[src/rtl/mem_access_stage.sv]
// mem_access_stage -- memory-access stage of the five-stage RISC-V core.
//
// Takes the EX/ME register fields and runs a request/acknowledge transaction
// on the data-memory bus for loads and stores. Store data is lane-replicated
// and byte enables are derived from the access size and low address bits.
// Load data is lane-selected and sign- or zero-extended. The front of the
// pipeline is stalled while a transaction is outstanding. Results are
// registered into the ME/WB boundary.
//
// Parameters:
//   TIMEOUT  REQ cycles allowed without dmem_ack before abort (0 = no timeout)
//   TO_W     timeout counter width
//
// Ports:
//   clk, rst                 clock, asynchronous active-high reset
//   *_in                     EX/ME register fields
//   dmem_req/we/addr/be/wdata  registered data-memory request
//   dmem_ack, dmem_rdata     memory response (rdata valid with ack)
//   mem_stall                combinational hold for EX/ME and earlier stages
//   *_out                    ME/WB register fields
//   bus_err_out              transaction aborted by timeout
//   misalign_out             misaligned access trapped
//
// Optional feature: define MISALIGN_TRAP_EN to detect misaligned half/word
// accesses (no bus request, flagged in ME/WB). Without it misalign_out is 0
// and the offending low address bits are ignored.

module mem_access_stage #(
  parameter int TIMEOUT = 255,
  parameter int TO_W    = 8
) (
  input  logic        clk,
  input  logic        rst,
  input  logic [31:0] alu_result_in,
  input  logic [31:0] write_data_in,
  input  logic [31:0] pcPlus4_in,
  input  logic [4:0]  rd_in,
  input  logic        reg_write_in,
  input  logic [1:0]  result_sel_in,
  input  logic        mem_read_in,
  input  logic        mem_write_en_in,
  input  logic        mem_sign_in,
  input  logic [1:0]  mem_length_in,
  output logic        dmem_req,
  output logic        dmem_we,
  output logic [31:0] dmem_addr,
  output logic [3:0]  dmem_be,
  output logic [31:0] dmem_wdata,
  input  logic        dmem_ack,
  input  logic [31:0] dmem_rdata,
  output logic        mem_stall,
  output logic [31:0] load_data_out,
  output logic [31:0] alu_result_out,
  output logic [31:0] pcPlus4_out,
  output logic [4:0]  rd_out,
  output logic        reg_write_out,
  output logic [1:0]  result_sel_out,
  output logic        bus_err_out,
  output logic        misalign_out
);

  typedef enum logic {S_IDLE, S_REQ} state_e;

  // The counter holds the REQ cycles already spent without ack, so the
  // TIMEOUT-th REQ cycle is the last one before the abort.
  localparam logic [TO_W-1:0] TO_LAST = (TIMEOUT == 0) ? '0 : TO_W'(TIMEOUT - 1);
  localparam logic            TO_EN   = (TIMEOUT != 0);

  state_e           state_q, state_d;
  logic [TO_W-1:0]  to_cnt_q, to_cnt_d;
  logic             dmem_req_q, dmem_req_d;
  logic             dmem_we_q, dmem_we_d;
  logic [31:0]      dmem_addr_q, dmem_addr_d;
  logic [3:0]       dmem_be_q, dmem_be_d;
  logic [31:0]      dmem_wdata_q, dmem_wdata_d;
  logic             sign_q, sign_d;
  logic [1:0]       len_q, len_d;
  logic [1:0]       lo_q, lo_d;
  logic [31:0]      load_data_q, load_data_d;
  logic [31:0]      alu_result_q, alu_result_d;
  logic [31:0]      pc_plus4_q, pc_plus4_d;
  logic [4:0]       rd_q, rd_d;
  logic             reg_write_q, reg_write_d;
  logic [1:0]       result_sel_q, result_sel_d;
  logic             bus_err_q, bus_err_d;
  logic             misalign_q, misalign_d;

  logic access, misalign, start, ack_hit, timeout_hit;

  function automatic logic [3:0] store_be(input logic [1:0] len, input logic [1:0] lo);
    case (len)
      2'b00:   return 4'b0001 << lo;
      2'b01:   return lo[1] ? 4'b1100 : 4'b0011;
      default: return 4'b1111;
    endcase
  endfunction

  function automatic logic [31:0] store_wdata(input logic [1:0] len, input logic [31:0] wd);
    case (len)
      2'b00:   return {4{wd[7:0]}};
      2'b01:   return {2{wd[15:0]}};
      default: return wd;
    endcase
  endfunction

  function automatic logic [31:0] load_fmt(input logic [1:0] len, input logic [1:0] lo,
                                           input logic sgn, input logic [31:0] rdata);
    logic [7:0]  b;
    logic [15:0] h;
    case (lo)
      2'b00:   b = rdata[7:0];
      2'b01:   b = rdata[15:8];
      2'b10:   b = rdata[23:16];
      default: b = rdata[31:24];
    endcase
    h = lo[1] ? rdata[31:16] : rdata[15:0];
    case (len)
      2'b00:   return {{24{sgn & b[7]}}, b};
      2'b01:   return {{16{sgn & h[15]}}, h};
      default: return rdata;
    endcase
  endfunction

  always_comb begin
    access   = mem_read_in | mem_write_en_in;
    misalign = 1'b0;
`ifdef MISALIGN_TRAP_EN
    misalign = (state_q == S_IDLE) & access &
               (((mem_length_in == 2'b01) & alu_result_in[0]) |
                (mem_length_in[1] & (alu_result_in[1:0] != 2'b00)));
`endif
    start       = (state_q == S_IDLE) & access & ~misalign;
    ack_hit     = (state_q == S_REQ) & dmem_ack;
    timeout_hit = TO_EN & (state_q == S_REQ) & ~dmem_ack & (to_cnt_q == TO_LAST);
    // Gated by rst so the stall drops as soon as reset asserts.
    mem_stall   = ~rst & (start | ((state_q == S_REQ) & ~dmem_ack & ~timeout_hit));
  end

  always_comb begin
    state_d      = state_q;
    to_cnt_d     = to_cnt_q;
    dmem_req_d   = dmem_req_q;
    dmem_we_d    = dmem_we_q;
    dmem_addr_d  = dmem_addr_q;
    dmem_be_d    = dmem_be_q;
    dmem_wdata_d = dmem_wdata_q;
    sign_d       = sign_q;
    len_d        = len_q;
    lo_d         = lo_q;
    load_data_d  = load_data_q;
    alu_result_d = alu_result_q;
    pc_plus4_d   = pc_plus4_q;
    rd_d         = rd_q;
    reg_write_d  = reg_write_q;
    result_sel_d = result_sel_q;
    bus_err_d    = bus_err_q;
    misalign_d   = misalign_q;

    // Bus side: latch the formatted request once, hold it through REQ.
    if (start) begin
      state_d      = S_REQ;
      to_cnt_d     = '0;
      dmem_req_d   = 1'b1;
      dmem_we_d    = mem_write_en_in;
      dmem_addr_d  = {alu_result_in[31:2], 2'b00};
      dmem_be_d    = mem_write_en_in ? store_be(mem_length_in, alu_result_in[1:0]) : 4'b1111;
      dmem_wdata_d = store_wdata(mem_length_in, write_data_in);
      sign_d       = mem_sign_in;
      len_d        = mem_length_in;
      lo_d         = alu_result_in[1:0];
    end else if (ack_hit || timeout_hit) begin
      state_d    = S_IDLE;
      to_cnt_d   = '0;
      dmem_req_d = 1'b0;
    end else if (state_q == S_REQ) begin
      to_cnt_d = to_cnt_q + 1'b1;
    end

    // ME/WB side: bubble while stalled, otherwise capture the instruction.
    if (mem_stall) begin
      reg_write_d = 1'b0;
      rd_d        = 5'd0;
      bus_err_d   = 1'b0;
      misalign_d  = 1'b0;
    end else begin
      alu_result_d = alu_result_in;
      pc_plus4_d   = pcPlus4_in;
      rd_d         = rd_in;
      reg_write_d  = reg_write_in;
      result_sel_d = result_sel_in;
      bus_err_d    = 1'b0;
      misalign_d   = 1'b0;
      if (ack_hit && !dmem_we_q) begin
        load_data_d = load_fmt(len_q, lo_q, sign_q, dmem_rdata);
      end
      if (timeout_hit) begin
        load_data_d = 32'd0;
        reg_write_d = 1'b0;
        bus_err_d   = 1'b1;
      end
      if (misalign) begin
        load_data_d = 32'd0;
        reg_write_d = 1'b0;
        misalign_d  = 1'b1;
      end
    end
  end

  always_ff @(posedge clk or posedge rst) begin
    if (rst) begin
      state_q      <= S_IDLE;
      to_cnt_q     <= '0;
      dmem_req_q   <= 1'b0;
      dmem_we_q    <= 1'b0;
      dmem_addr_q  <= 32'd0;
      dmem_be_q    <= 4'd0;
      dmem_wdata_q <= 32'd0;
      sign_q       <= 1'b0;
      len_q        <= 2'd0;
      lo_q         <= 2'd0;
      load_data_q  <= 32'd0;
      alu_result_q <= 32'd0;
      pc_plus4_q   <= 32'd0;
      rd_q         <= 5'd0;
      reg_write_q  <= 1'b0;
      result_sel_q <= 2'd0;
      bus_err_q    <= 1'b0;
      misalign_q   <= 1'b0;
    end else begin
      state_q      <= state_d;
      to_cnt_q     <= to_cnt_d;
      dmem_req_q   <= dmem_req_d;
      dmem_we_q    <= dmem_we_d;
      dmem_addr_q  <= dmem_addr_d;
      dmem_be_q    <= dmem_be_d;
      dmem_wdata_q <= dmem_wdata_d;
      sign_q       <= sign_d;
      len_q        <= len_d;
      lo_q         <= lo_d;
      load_data_q  <= load_data_d;
      alu_result_q <= alu_result_d;
      pc_plus4_q   <= pc_plus4_d;
      rd_q         <= rd_d;
      reg_write_q  <= reg_write_d;
      result_sel_q <= result_sel_d;
      bus_err_q    <= bus_err_d;
      misalign_q   <= misalign_d;
    end
  end

  assign dmem_req       = dmem_req_q;
  assign dmem_we        = dmem_we_q;
  assign dmem_addr      = dmem_addr_q;
  assign dmem_be        = dmem_be_q;
  assign dmem_wdata     = dmem_wdata_q;
  assign load_data_out  = load_data_q;
  assign alu_result_out = alu_result_q;
  assign pcPlus4_out    = pc_plus4_q;
  assign rd_out         = rd_q;
  assign reg_write_out  = reg_write_q;
  assign result_sel_out = result_sel_q;
  assign bus_err_out    = bus_err_q;
  assign misalign_out   = misalign_q;

endmodule

[config.mk]
export PLATFORM = sky130hd
export DESIGN_NAME = mem_access_stage
export DESIGN_NICKNAME = d
export VERILOG_FILES = /design/src/rtl/mem_access_stage.sv
export SDC_FILE = /design/constraint.sdc
export NUM_CORES = 1
export LEC_CHECK = 0
export CAP_MARGIN = 10
export CORE_MARGIN = 2
export CORE_UTILIZATION = 40
export CTS_CLUSTER_DIAMETER = 30
export DETAILED_ROUTE_END_ITERATION = 8
export HOLD_SLACK_MARGIN = 0.12
export PLACE_DENSITY = 0.75
export SYNTH_ARGS = -nofsm -noshare
export SYNTH_HDL_FRONTEND = slang
export SYNTH_SLANG_ARGS = --single-unit
[constraint.sdc]
create_clock -name clk -period 11.7 [get_ports clk]
set_input_delay 1.755 -clock clk [delete_from_list [all_inputs] [get_ports clk]]
set_output_delay 1.755 -clock clk [all_outputs]
set_load 0.005 [all_outputs]
==> key figures <==
Logic synthesis
  – Number of flops mapped to enable cells by yosys: 0
  – Seq/Total Area, Yosys: 0.586
  – Top_reg_cell synth: dfrtp_1
  – Seq cells post-synth: 186
  – Synth top area cells: dfrtp_1 59%, mux2_1 8.9%, nand2_1 7.7%
  – Cell area after synthesis: 7950 µm²
  – Async S/R FF share, synth: 1.00
  – Ys Warns: 0
  – Synth Instances: 700
  – Yosys top cell area share: 0.586
  – Synth area leader: dfrtp_1
  – Distinct cells, synth: 41
  – Average footprint of a synthesized cell: 11.4 µm²
  – Commonest cells in the netlist: 186 x dfrtp_1, 163 x nand2_1, 63 x mux2_1
  – Most common cell in the synthesized netlist: dfrtp_1

Clock network
  – TritonCTS clock tree: done
  – CTS Sinks: 186
  – Clk Latency, worst-skew pair: 0.43 ns
  – Cts hold-fix bufs: 0
  – Post-CTS Setup Bufs: 0
  – CTS root buf: clkbuf_16
  – CTS clk-pin slew, worst paths: 0.07 ns
  – H-tree levels: 4
  – Inserted Clock Buffers: 17
  – Resized cells post-CTS: 0
  – CTS Buffer Depth: 2

Routing
  – Antenna Nets Post-Route: 0
  – Total number of vias: 6,468
  – Residual DRC count: 0
  – Detailed Routing Iterations Pass 1: 4
  – DRT iter0 DRCs: 278
  – Vias per cell: 5.07
  – Drt total wl: 23.1 mm
  – WL/cell: 18.1 µm

Cells and area
  – Final net count: 1,143
  – # diodes: 0
  – Design Area, Final: 11,900 µm²
  – Final std cells w/o fill: 1,275
  – Share of layout cells above drive strength 1: 0.0584
  – Area grow syn2layout: 50.0%

Timing
  – Fmax: 177 MHz
  – Clk_skew: 0.0109 ns
  – Period Utilization, post-route: 0.482
  – Slew headroom: 0.238
  – RSZ-0062 raised after global routing: no
  – Setup TNS: 0 ns
  – Worst-Margin Slew: 1.14 ns
  – Slew Viols, Final: 0
  – Endpoints failing setup: 0
  – Min cycle time layout: 5.64 ns
  – Final Hold Vio Count: 0

GRT
  – Pin count of the biggest net entering global routing: 131
  – Gr ovfl total: 0
  – Initial antenna violation count: 0
  – Global-route wire length before repair: 37.2 mm
  – Number of global-route vias before repair: 6,648
  – All-Layer GR Usage: 0.223

Critical path
  – Required @ worst endpoint: 9.95 ns
  – CP arrival: 3.89 ns
  – Crit start category: input port
  – Setup crit end kind: output pin
  – Worst-path fanout max: 93
  – CP Class: in2out

Place
  – # port buffers: 317
  – Post-DP Area: 11,300 µm²
  – HPWL after detailed placement: 16.2 mm
  – Cells after DPL: 1,243
  – Routability cong.: 0.824

Floorplanning
  – Die width: 145 µm
  – I/O pin cnt: 321
  – Core Box Area: 19,500 µm²
  – Die area: 21,000 µm²
  – FP Rows: 51
  – Initial Utilization: 0.408
  – Die Height: 145 µm

Flow run
  – Max Cap Violations: 0

Worst hold path
  – HP Class: reg2reg

Power and ir drop
  – Max VDD drop: 0.112 mV
  – Pwr Density: 194 nW/µm²
  – P_leak: 5.19 nW

Run status
  – Outcome: complete, no violations
## stage by stage
step                hold WS [ns]  setup WS (ns)  total power [mW]   util
global placement           0.457           6.01              1.71  0.581
global route               0.487           5.83              2.44  0.612
floorplan                  0.467           4.89              1.24      -
CTS                        0.479           5.99              2.34  0.612
detailed placement         0.461           5.99              1.73  0.581
finish                     0.475           6.06              2.32  0.612
## power by group
group	switching, mW	internal [mW]	total, mW	leakage [nW]
Clock	0.278	0.331	0.609	0.301
Sequential	0.125	0.816	0.940	2.26
Combinational	0.300	0.468	0.768	2.63
Total	0.702	1.62	2.32	5.19
## worst max-delay path: stages
cell and delay (ns):
clkdlybuf4s50_1 0.46, nor2_1 0.24, or2_4 0.82, a21oi_4 0.08
clkdlybuf4s50_1 0.50
## layout by cell type (no fill, tap or decap), drive strengths merged, types with 2 or more instances in the layout
master and count:
inv 19, a221o 25, mux2 67, or3 2
conb 3, mux4 8, a211o 7, and3 3
clkinv 4, nor2b 9, nand2 163, buf 5
clkbuf 18, clkdlybuf4s50 317, dfrtp 186, a21oi 22
a21o 2, nand3 12, o21ai 39, nor3 5
mux2i 24, a31oi 4, o2bb2ai 8, or2 2
nor2 25, nand2b 7, o22ai 8, o21a 2
bufinv 2, ha 2
## final timing paths
path                              start                  to  cells past startpoint  slack [ns]
max reg2reg                    dmem_req  alu_result_out[31]                      4        9.01
max                         mem_read_in           mem_stall                      5        6.06
min in group asynchronous           rst           rd_out[3]                      2        1.99
min                        dmem_addr[8]        dmem_addr[8]                      2        0.47
min reg2reg                dmem_addr[8]        dmem_addr[8]                      2        0.47
max in group asynchronous           rst       dmem_wdata[5]                      3        8.37
## area by class of cell
type | count | area [µm²]
Sequential cell | 186 | 4650
Inverter | 12 | 52.6
Tap cell | 265 | 332
Fill cell | 1649 | 7540
Multi-Input combinational cell | 458 | 3050
Timing Repair Buffer | 322 | 3210
Clock buffer | 18 | 439
Clock inverter | 14 | 179
## flip-flops by register name, indices dropped and copies added, names as in the netlist, 4 cells and up
signal and flops:
load_data_out 32, pcPlus4_out 32, alu_result_out 32, dmem_wdata 32, to_cnt_q 8, dmem_addr 30, rd_out 5, dmem_be 4
## cell families (layout without fill, tap and decap cells)
kind of cell / count (synthesis) / count (layout) / synth area share
simple gates: 233 / 233 / 0.123
buf+inv: 58 / 366 / 0.0329
flops: 186 / 186 / 0.586
other cells: 1 / 3 / 0.000472
compound gates: 121 / 121 / 0.107
fa+ha+maj: 2 / 2 / 0.00315
mux: 99 / 99 / 0.148
## routing by layer
layer	track usage	vias to the layer above	wire (µm)
li1	-	3022	-
met1	0.280	3148	9500
met2	0.363	256	11100
met3	0.0717	42	1910
met4	0.0822	0	620
met5	0	-	0
No activity file was read; power rests on OpenSTA's default activity.
